### src/rtl/imm_decode_stage.sv
// Immediate-type package and registered RV32I decode stage: classifies the opcode,
// extracts all five immediates and buffers the result through a 2-entry skid buffer.
package immPkg;
  typedef enum logic [2:0] {
    IMM_DEFAULT = 3'd0,
    IMM_I       = 3'd1,
    IMM_S       = 3'd2,
    IMM_B       = 3'd3,
    IMM_U       = 3'd4,
    IMM_J       = 3'd5
  } imm_type;
endpackage

module imm_decode_stage #(
  parameter int REG_LEN = 32
) (
  input  logic               clk,
  input  logic               rst_n,
  input  logic               flush,
  input  logic               in_valid,
  output logic               in_ready,
  input  logic [REG_LEN-1:0] in_instr,
  input  logic [REG_LEN-1:0] in_pc,
  output logic               out_valid,
  input  logic               out_ready,
  output logic [REG_LEN-1:0] out_instr,
  output logic [REG_LEN-1:0] out_pc,
  output immPkg::imm_type    imm_type,
  output logic [REG_LEN-1:0] imm_J,
  output logic [REG_LEN-1:0] imm_U,
  output logic [REG_LEN-1:0] imm_B,
  output logic [REG_LEN-1:0] imm_S,
  output logic [REG_LEN-1:0] imm_I,
  output logic               illegal
);

  typedef struct packed {
    logic [REG_LEN-1:0] instr;
    logic [REG_LEN-1:0] pc;
    logic [REG_LEN-1:0] imm_j;
    logic [REG_LEN-1:0] imm_u;
    logic [REG_LEN-1:0] imm_b;
    logic [REG_LEN-1:0] imm_s;
    logic [REG_LEN-1:0] imm_i;
    immPkg::imm_type    itype;
    logic               illegal;
  } bundle_t;

  typedef enum logic [1:0] {EMPTY, ONE, FULL} state_t;

  state_t  state;
  bundle_t dec;
  bundle_t main_q;
  bundle_t skid_q;

  // Decode the incoming word once so the stored bundle already carries every result.
  always_comb begin
    dec         = '0;
    dec.instr   = in_instr;
    dec.pc      = in_pc;
    dec.imm_i   = {{20{in_instr[31]}}, in_instr[31:20]};
    dec.imm_s   = {{20{in_instr[31]}}, in_instr[31:25], in_instr[11:7]};
    dec.imm_b   = {{19{in_instr[31]}}, in_instr[31], in_instr[7], in_instr[30:25],
                   in_instr[11:8], 1'b0};
    dec.imm_u   = {in_instr[31:12], 12'b0};
    dec.imm_j   = {{11{in_instr[31]}}, in_instr[31], in_instr[19:12], in_instr[20],
                   in_instr[30:21], 1'b0};
    dec.itype   = immPkg::IMM_DEFAULT;
    dec.illegal = 1'b0;
    case (in_instr[6:0])
      7'b1101111:                                     dec.itype = immPkg::IMM_J;
      7'b0110111, 7'b0010111:                         dec.itype = immPkg::IMM_U;
      7'b1100011:                                     dec.itype = immPkg::IMM_B;
      7'b0100011:                                     dec.itype = immPkg::IMM_S;
      7'b0000011, 7'b0010011, 7'b1100111, 7'b1110011: dec.itype = immPkg::IMM_I;
      7'b0110011, 7'b0001111:                         dec.itype = immPkg::IMM_DEFAULT;
      default:                                        dec.illegal = 1'b1;
    endcase
  end

  // Skid-buffer control; in_ready drops only once the skid slot is occupied.
  always_ff @(posedge clk or negedge rst_n) begin
    if (!rst_n) begin
      state     <= EMPTY;
      in_ready  <= 1'b1;
      out_valid <= 1'b0;
      main_q    <= '0;
      skid_q    <= '0;
    end else if (flush) begin
      state     <= EMPTY;
      in_ready  <= 1'b1;
      out_valid <= 1'b0;
    end else begin
      case (state)
        EMPTY: begin
          if (in_valid) begin
            main_q    <= dec;
            out_valid <= 1'b1;
            state     <= ONE;
          end
        end
        ONE: begin
          if (in_valid && out_ready) begin
            main_q <= dec;
          end else if (in_valid) begin
            skid_q   <= dec;
            in_ready <= 1'b0;
            state    <= FULL;
          end else if (out_ready) begin
            out_valid <= 1'b0;
            state     <= EMPTY;
          end
        end
        FULL: begin
          if (out_ready) begin
            main_q   <= skid_q;
            in_ready <= 1'b1;
            state    <= ONE;
          end
        end
        default: begin
          state     <= EMPTY;
          in_ready  <= 1'b1;
          out_valid <= 1'b0;
        end
      endcase
    end
  end

  assign out_instr = main_q.instr;
  assign out_pc    = main_q.pc;
  assign imm_type  = main_q.itype;
  assign imm_J     = main_q.imm_j;
  assign imm_U     = main_q.imm_u;
  assign imm_B     = main_q.imm_b;
  assign imm_S     = main_q.imm_s;
  assign imm_I     = main_q.imm_i;
  assign illegal   = main_q.illegal;

endmodule

### config.mk
export PLATFORM = sky130hd
export DESIGN_NAME = imm_decode_stage
export DESIGN_NICKNAME = d
export VERILOG_FILES = /design/src/rtl/imm_decode_stage.sv
export SDC_FILE = /design/constraint.sdc
export NUM_CORES = 1
export LEC_CHECK = 0
export ABC_CLOCK_PERIOD_IN_PS = 3500
export CAP_MARGIN = 10
export CORE_MARGIN = 2
export CORE_UTILIZATION = 45
export CTS_BUF_LIST = sky130_fd_sc_hd__clkbuf_4
export CTS_CLUSTER_SIZE = 20
export DETAILED_ROUTE_END_ITERATION = 12
export GPL_TIMING_DRIVEN = 1
export PLACE_DENSITY = 0.84
export SLEW_MARGIN = 20
export SYNTH_ARGS = -nofsm -noshare
export SYNTH_HDL_FRONTEND = slang
export SYNTH_SLANG_ARGS = --single-unit
### constraint.sdc
create_clock -name clk -period 3.5 [get_ports clk]
set_clock_uncertainty 0.2 [all_clocks]
set_input_delay 0.875 -clock clk [delete_from_list [all_inputs] [get_ports clk]]
set_output_delay 0.875 -clock clk [all_outputs]
set_load 0.01 [all_outputs]
# ---- Yosys cells after proc, flatten, opt, wreduce, memory -nomap -nowiden
# Cells that the tools add are included.
dict set report op_classes {
  n_reduce_logical 11
  n_bitwise 2
  eq_ne 25
  mux 24
}
# op n
set ops {}
lappend ops {{two-way mux 228 bit} 3}
lappend ops {{one-hot mux 228 bit (3 select lines)} 1}
lappend ops {{== test 7 bit (second input constant)} 4}
lappend ops {{== test 7 x 6 -> 1 bit (second input constant)} 3}
lappend ops {{!= test 3 bit (second input constant)} 6}
lappend ops {{one-hot mux 3 bit (5 select lines)} 1}
lappend ops {{== test 7 x 5 -> 1 bit (second input constant)} 2}
lappend ops {{two-way mux 2 bit} 6}
lappend ops {{AND reduction 4 bit} 3}
lappend ops {{OR reduction 11 bit} 1}
lappend ops {{two-way mux 1 bit} 10}
lappend ops {{!= test 2 bit (second input constant)} 5}
lappend ops {{AND reduction 5 bit} 2}
lappend ops {{== test 7 x 2 -> 1 bit (second input constant)} 1}
lappend ops {{== test 7 x 4 -> 1 bit (second input constant)} 1}
lappend ops {{one-hot mux 1 bit (3 select lines)} 2}
lappend ops {{one-hot mux 2 bit (3 select lines)} 1}
lappend ops {{!= test 4 bit (second input constant)} 1}
lappend ops {{OR reduction 4 bit} 1}
lappend ops {{nonzero test 3 bit} 1}
lappend ops {{== test 2 x 1 -> 1 bit (second input constant)} 1}
lappend ops {{== test 2 bit (second input constant)} 1}
lappend ops {{logical NOT 2 bit} 1}
lappend ops {{inverter 1 bit} 2}
lappend ops {{2 further kinds} 2}
dict set report totals {
  input_bits 69
  wordCells 83
  ff_bits 376
}

# ---- Longest topological paths before layout
dict set report logic_depth {
  depth_word 5
  mapped_depth 7
  mapped_depth_nobuf 4
}

# ---- Least setup slack after synthesis
# OpenSTA, ideal clock, no wires.
dict set report synth_path {
  path_kind {reg2out}
  startpoint {register imm_S[30] (netlist name)}
  endpoint {output port imm_B[13]}
  path_buffers 1
  stages_incl_launch_ff 2
  arrival_time_ps 1787
  path_slack_ps 638
  cell_sequence {dfrtp_1 buf_4}
}
# item line_no
set synth_lines {}
lappend synth_lines {{end, declared} 31} ;# output logic [REG_LEN-1:0] imm_B,

==> impl_metrics.toml <==
[timing]
worst_slew_pin_slew_ns = 0.684
finalSetupViolCount = 0
max_clock_freq_ghz = 0.314
slew_viol_final = 0
slew_headroom_pct = 54.3
finalCriticalPeriod_ns = 3.19
finalSetupTns_ns = 0
fin_crit_sh_pct = 91.1
rsz0062_at_grt = "false"
finalHoldViolations = 0
worst_slack_ns = 0.312

[floorplan]
die_w_um = 131
die-area_sq_um = 17100
coreArea_sq_um = 15800
die_y_um = 131
start_util_pct = 45.9
io_pins = 299
rows = 46

[synth]
yosys.area.top_type = "dfrtp_1"
ys.flop_type = "dfrtp_1"
ys_ff_latch = 140
synthesis.area_sq_um = 7230
async_flop_share_pct = 100
synth.top_cell.area_share_pct = 48.1
syn_area_per_cell_sq_um = 9.16
synth-edff-count = 0
ys_seq_area_share_pct = 48.5
netlist_instances = 790
synth_cell_type_count = 35
yosys-top-cells-area = "dfrtp_1, buf_4, nand2_1"
ys_warn_count = 0

[detailed_routing]
wire_per_inst_um = 14.5
drtAntennaViolNets = 0
routed_wl_um = 16600
via_count = 5266
dr.pass1.iters = 4
drc = 0
vias_per_cell = 4.60
drt_iter0_markers = 294

[grt]
grt_max_degree = 72
grtUsageTotal_pct = 19.5
antenna_found_initial = 1
grt_pass1_wl_um = 25700
grt_overflow = 0
grt_pass1_vias = 4860

[worst_setup_path]
cpLargestDelayFamily = "buffers and inverters"
end_kind = "output pin"
cpMaxStageDelayCell = "dfrtp_2"
timing.critical_path.buf_inv = 2
crit_chain = "buf_12, clkdlybuf4s50_1"
critPathKind = "flop to output pin"
cpPeakStageDelay_ns = 0.72
worstSetupStartpointType = "flop"
cp.required_ns = 2.42
path_max_fanout = 43
critPathArrivalTime_ns = 2.11

[power_and_ir_drop]
power.density_nw_per_um2 = 533
finalPower_uw = 5040
p_leak_uw = 0.00416
ir_drop_v = 0.000334

[run]
max_cap_violations = 0

[clocking]
numCtsBuffers = 17
cts-root-buf = "clkbuf_4"
cts_setup_buffers = 0
post_cts_resized = 0
cts_max_path_buffers = 2
cts_max_level = 4
cts_hold_buf = 0
clk_latency_ns = 0.53
cts_tree = "built"
cts.sinks = 140
clk_pin_slew_worst_paths_ns = 0.11

[place]
portBuffers = 284
dp_slack_ns = 0.549
dp_hpwl_um = 11600
placedCellCount = 1116
routabilityCongestion = 0.790
dpl_cell_area_sq_um = 9190

[finish]
area_growth_pct = 30.9
instances_no_fill = 1146
seq_area_sq_um = 3510
multiInputGateArea_sq_um = 2350
fin_nets = 988
drive_gt1_share_pct = 5.38
final_cell_area_sq_um = 9470
antennaDiodeCount = 0
fill_cells = 1394

[status]
status = "completed"

[hold_path]
hp-class = "input pin to asynchronous set/reset pin"
-- cells by family (layout without fill, tap and decap cells) --
family	after synthesis	in the layout	synth area share (%)
other	1	14	0.0518
flip-flops	140	140	48.5
AO/OA/AOI/OAI	85	85	6.37
XOR/XNOR	1	1	0.121
AND/OR/NAND/NOR	292	292	15.8
buffers and inverters	204	331	19.9
multiplexers	67	67	9.27
-- report_power, final --
part / internal, uW / switching (uW)
registers: 1950 / 256
logic: 1030 / 744
clock network: 502 / 557
total: 3490 / 1560
-- synthesized netlist by cell type (2+ instances only) --
master and count:
mux2i_1 67, dfrtp_1 139, o22ai_1 2, nor2b_1 2, nor2_1 6, buf_4 160
a21oi_1 3, nand2_1 269, o31ai_1 2, o31a_1 2, clkbuf_1 13, nand2b_1 6
o21ai_0 27, inv_1 2, o21ai_1 43, buf_2 22, buf_6 6, nand4b_1 2
-- registers in the layout (all words and copies together), names as in the netlist --
| register | cells |
|---|---|
| illegal | 1 |
| imm_type | 3 |
| skid_q | 68 |
| state | 2 |
| imm_S | 1 |
| out_instr | 31 |
| out_pc | 32 |
| out_valid | 1 |
| in_ready | 1 |
-- layout by cell type (no fill, tap or decap), types with 2 or more instances in the layout --
| master | count |
|---|---|
| inv_1 | 2 |
| clkinv_1 | 2 |
| clkdlybuf4s50_1 | 283 |
| a21oi_1 | 3 |
| buf_4 | 7 |
| o22ai_1 | 2 |
| bufinv_16 | 3 |
| mux2i_1 | 67 |
| o31ai_1 | 2 |
| nor2_1 | 6 |
| clkbuf_4 | 20 |
| buf_12 | 8 |
| conb_1 | 14 |
| nand2_1 | 269 |
| o31a_1 | 2 |
| nand2b_1 | 6 |
| dfrtp_1 | 138 |
| o21ai_1 | 43 |
| o21ai_0 | 27 |
| clkinv_2 | 4 |
| nand4b_1 | 2 |
-- cell type report --
| type | instances | area share [%] |
|---|---|---|
| clock buffers | 20 | 1.59 |
| multi-input cells | 459 | 24.8 |
| well taps | 216 | 2.85 |
| flip-flops and latches | 140 | 37.0 |
| inverters | 2 | 0.0793 |
| clock inverters | 10 | 1.32 |
| repair buffers | 299 | 32.3 |
-- worst register-to-register path: stages, from the launching register on --
cell and delay (ns):
dfrtp_1 0.49, nor2b_4 0.60, buf_12 0.35, nor2_1 0.12
a32oi_1 0.19, o21ai_0 0.10
-- routing by layer --
layer	vias to the layer above	wire length, um	global-route usage, %
li1	2619	-	-
met1	2457	7060	24.9
met2	173	7960	32.0
met3	15	1350	6.23
met4	2	186	6.20
met5	-	13	0
-- worst paths after layout --
kind | start | to | slack, ns | depth (start not counted)
max in group asynchronous | rst_n | skid_q[219] | 2.22 | 2
setup / recovery | imm_S[30] | imm_I[30] | 0.31 | 2
min in group clk | skid_q[187] | skid_q[187] | 0.28 | 2
setup reg to reg | state[0] | imm_type[2] | 1.32 | 5
hold reg to reg | skid_q[187] | skid_q[187] | 0.28 | 2
hold / removal | rst_n | skid_q[186] | 0.11 | 1
-- through the flow --
stage	utilization, %	hold WS (ns)
3_3_place_gp	58.3	0.256
5_1_grt	60.0	0.103
3_5_place_dp	58.3	0.262
2_1_floorplan	-	0.245
6_report	60.0	0.110
4_1_cts	60.0	0.0802
Power figures use the tool's default switching activity.
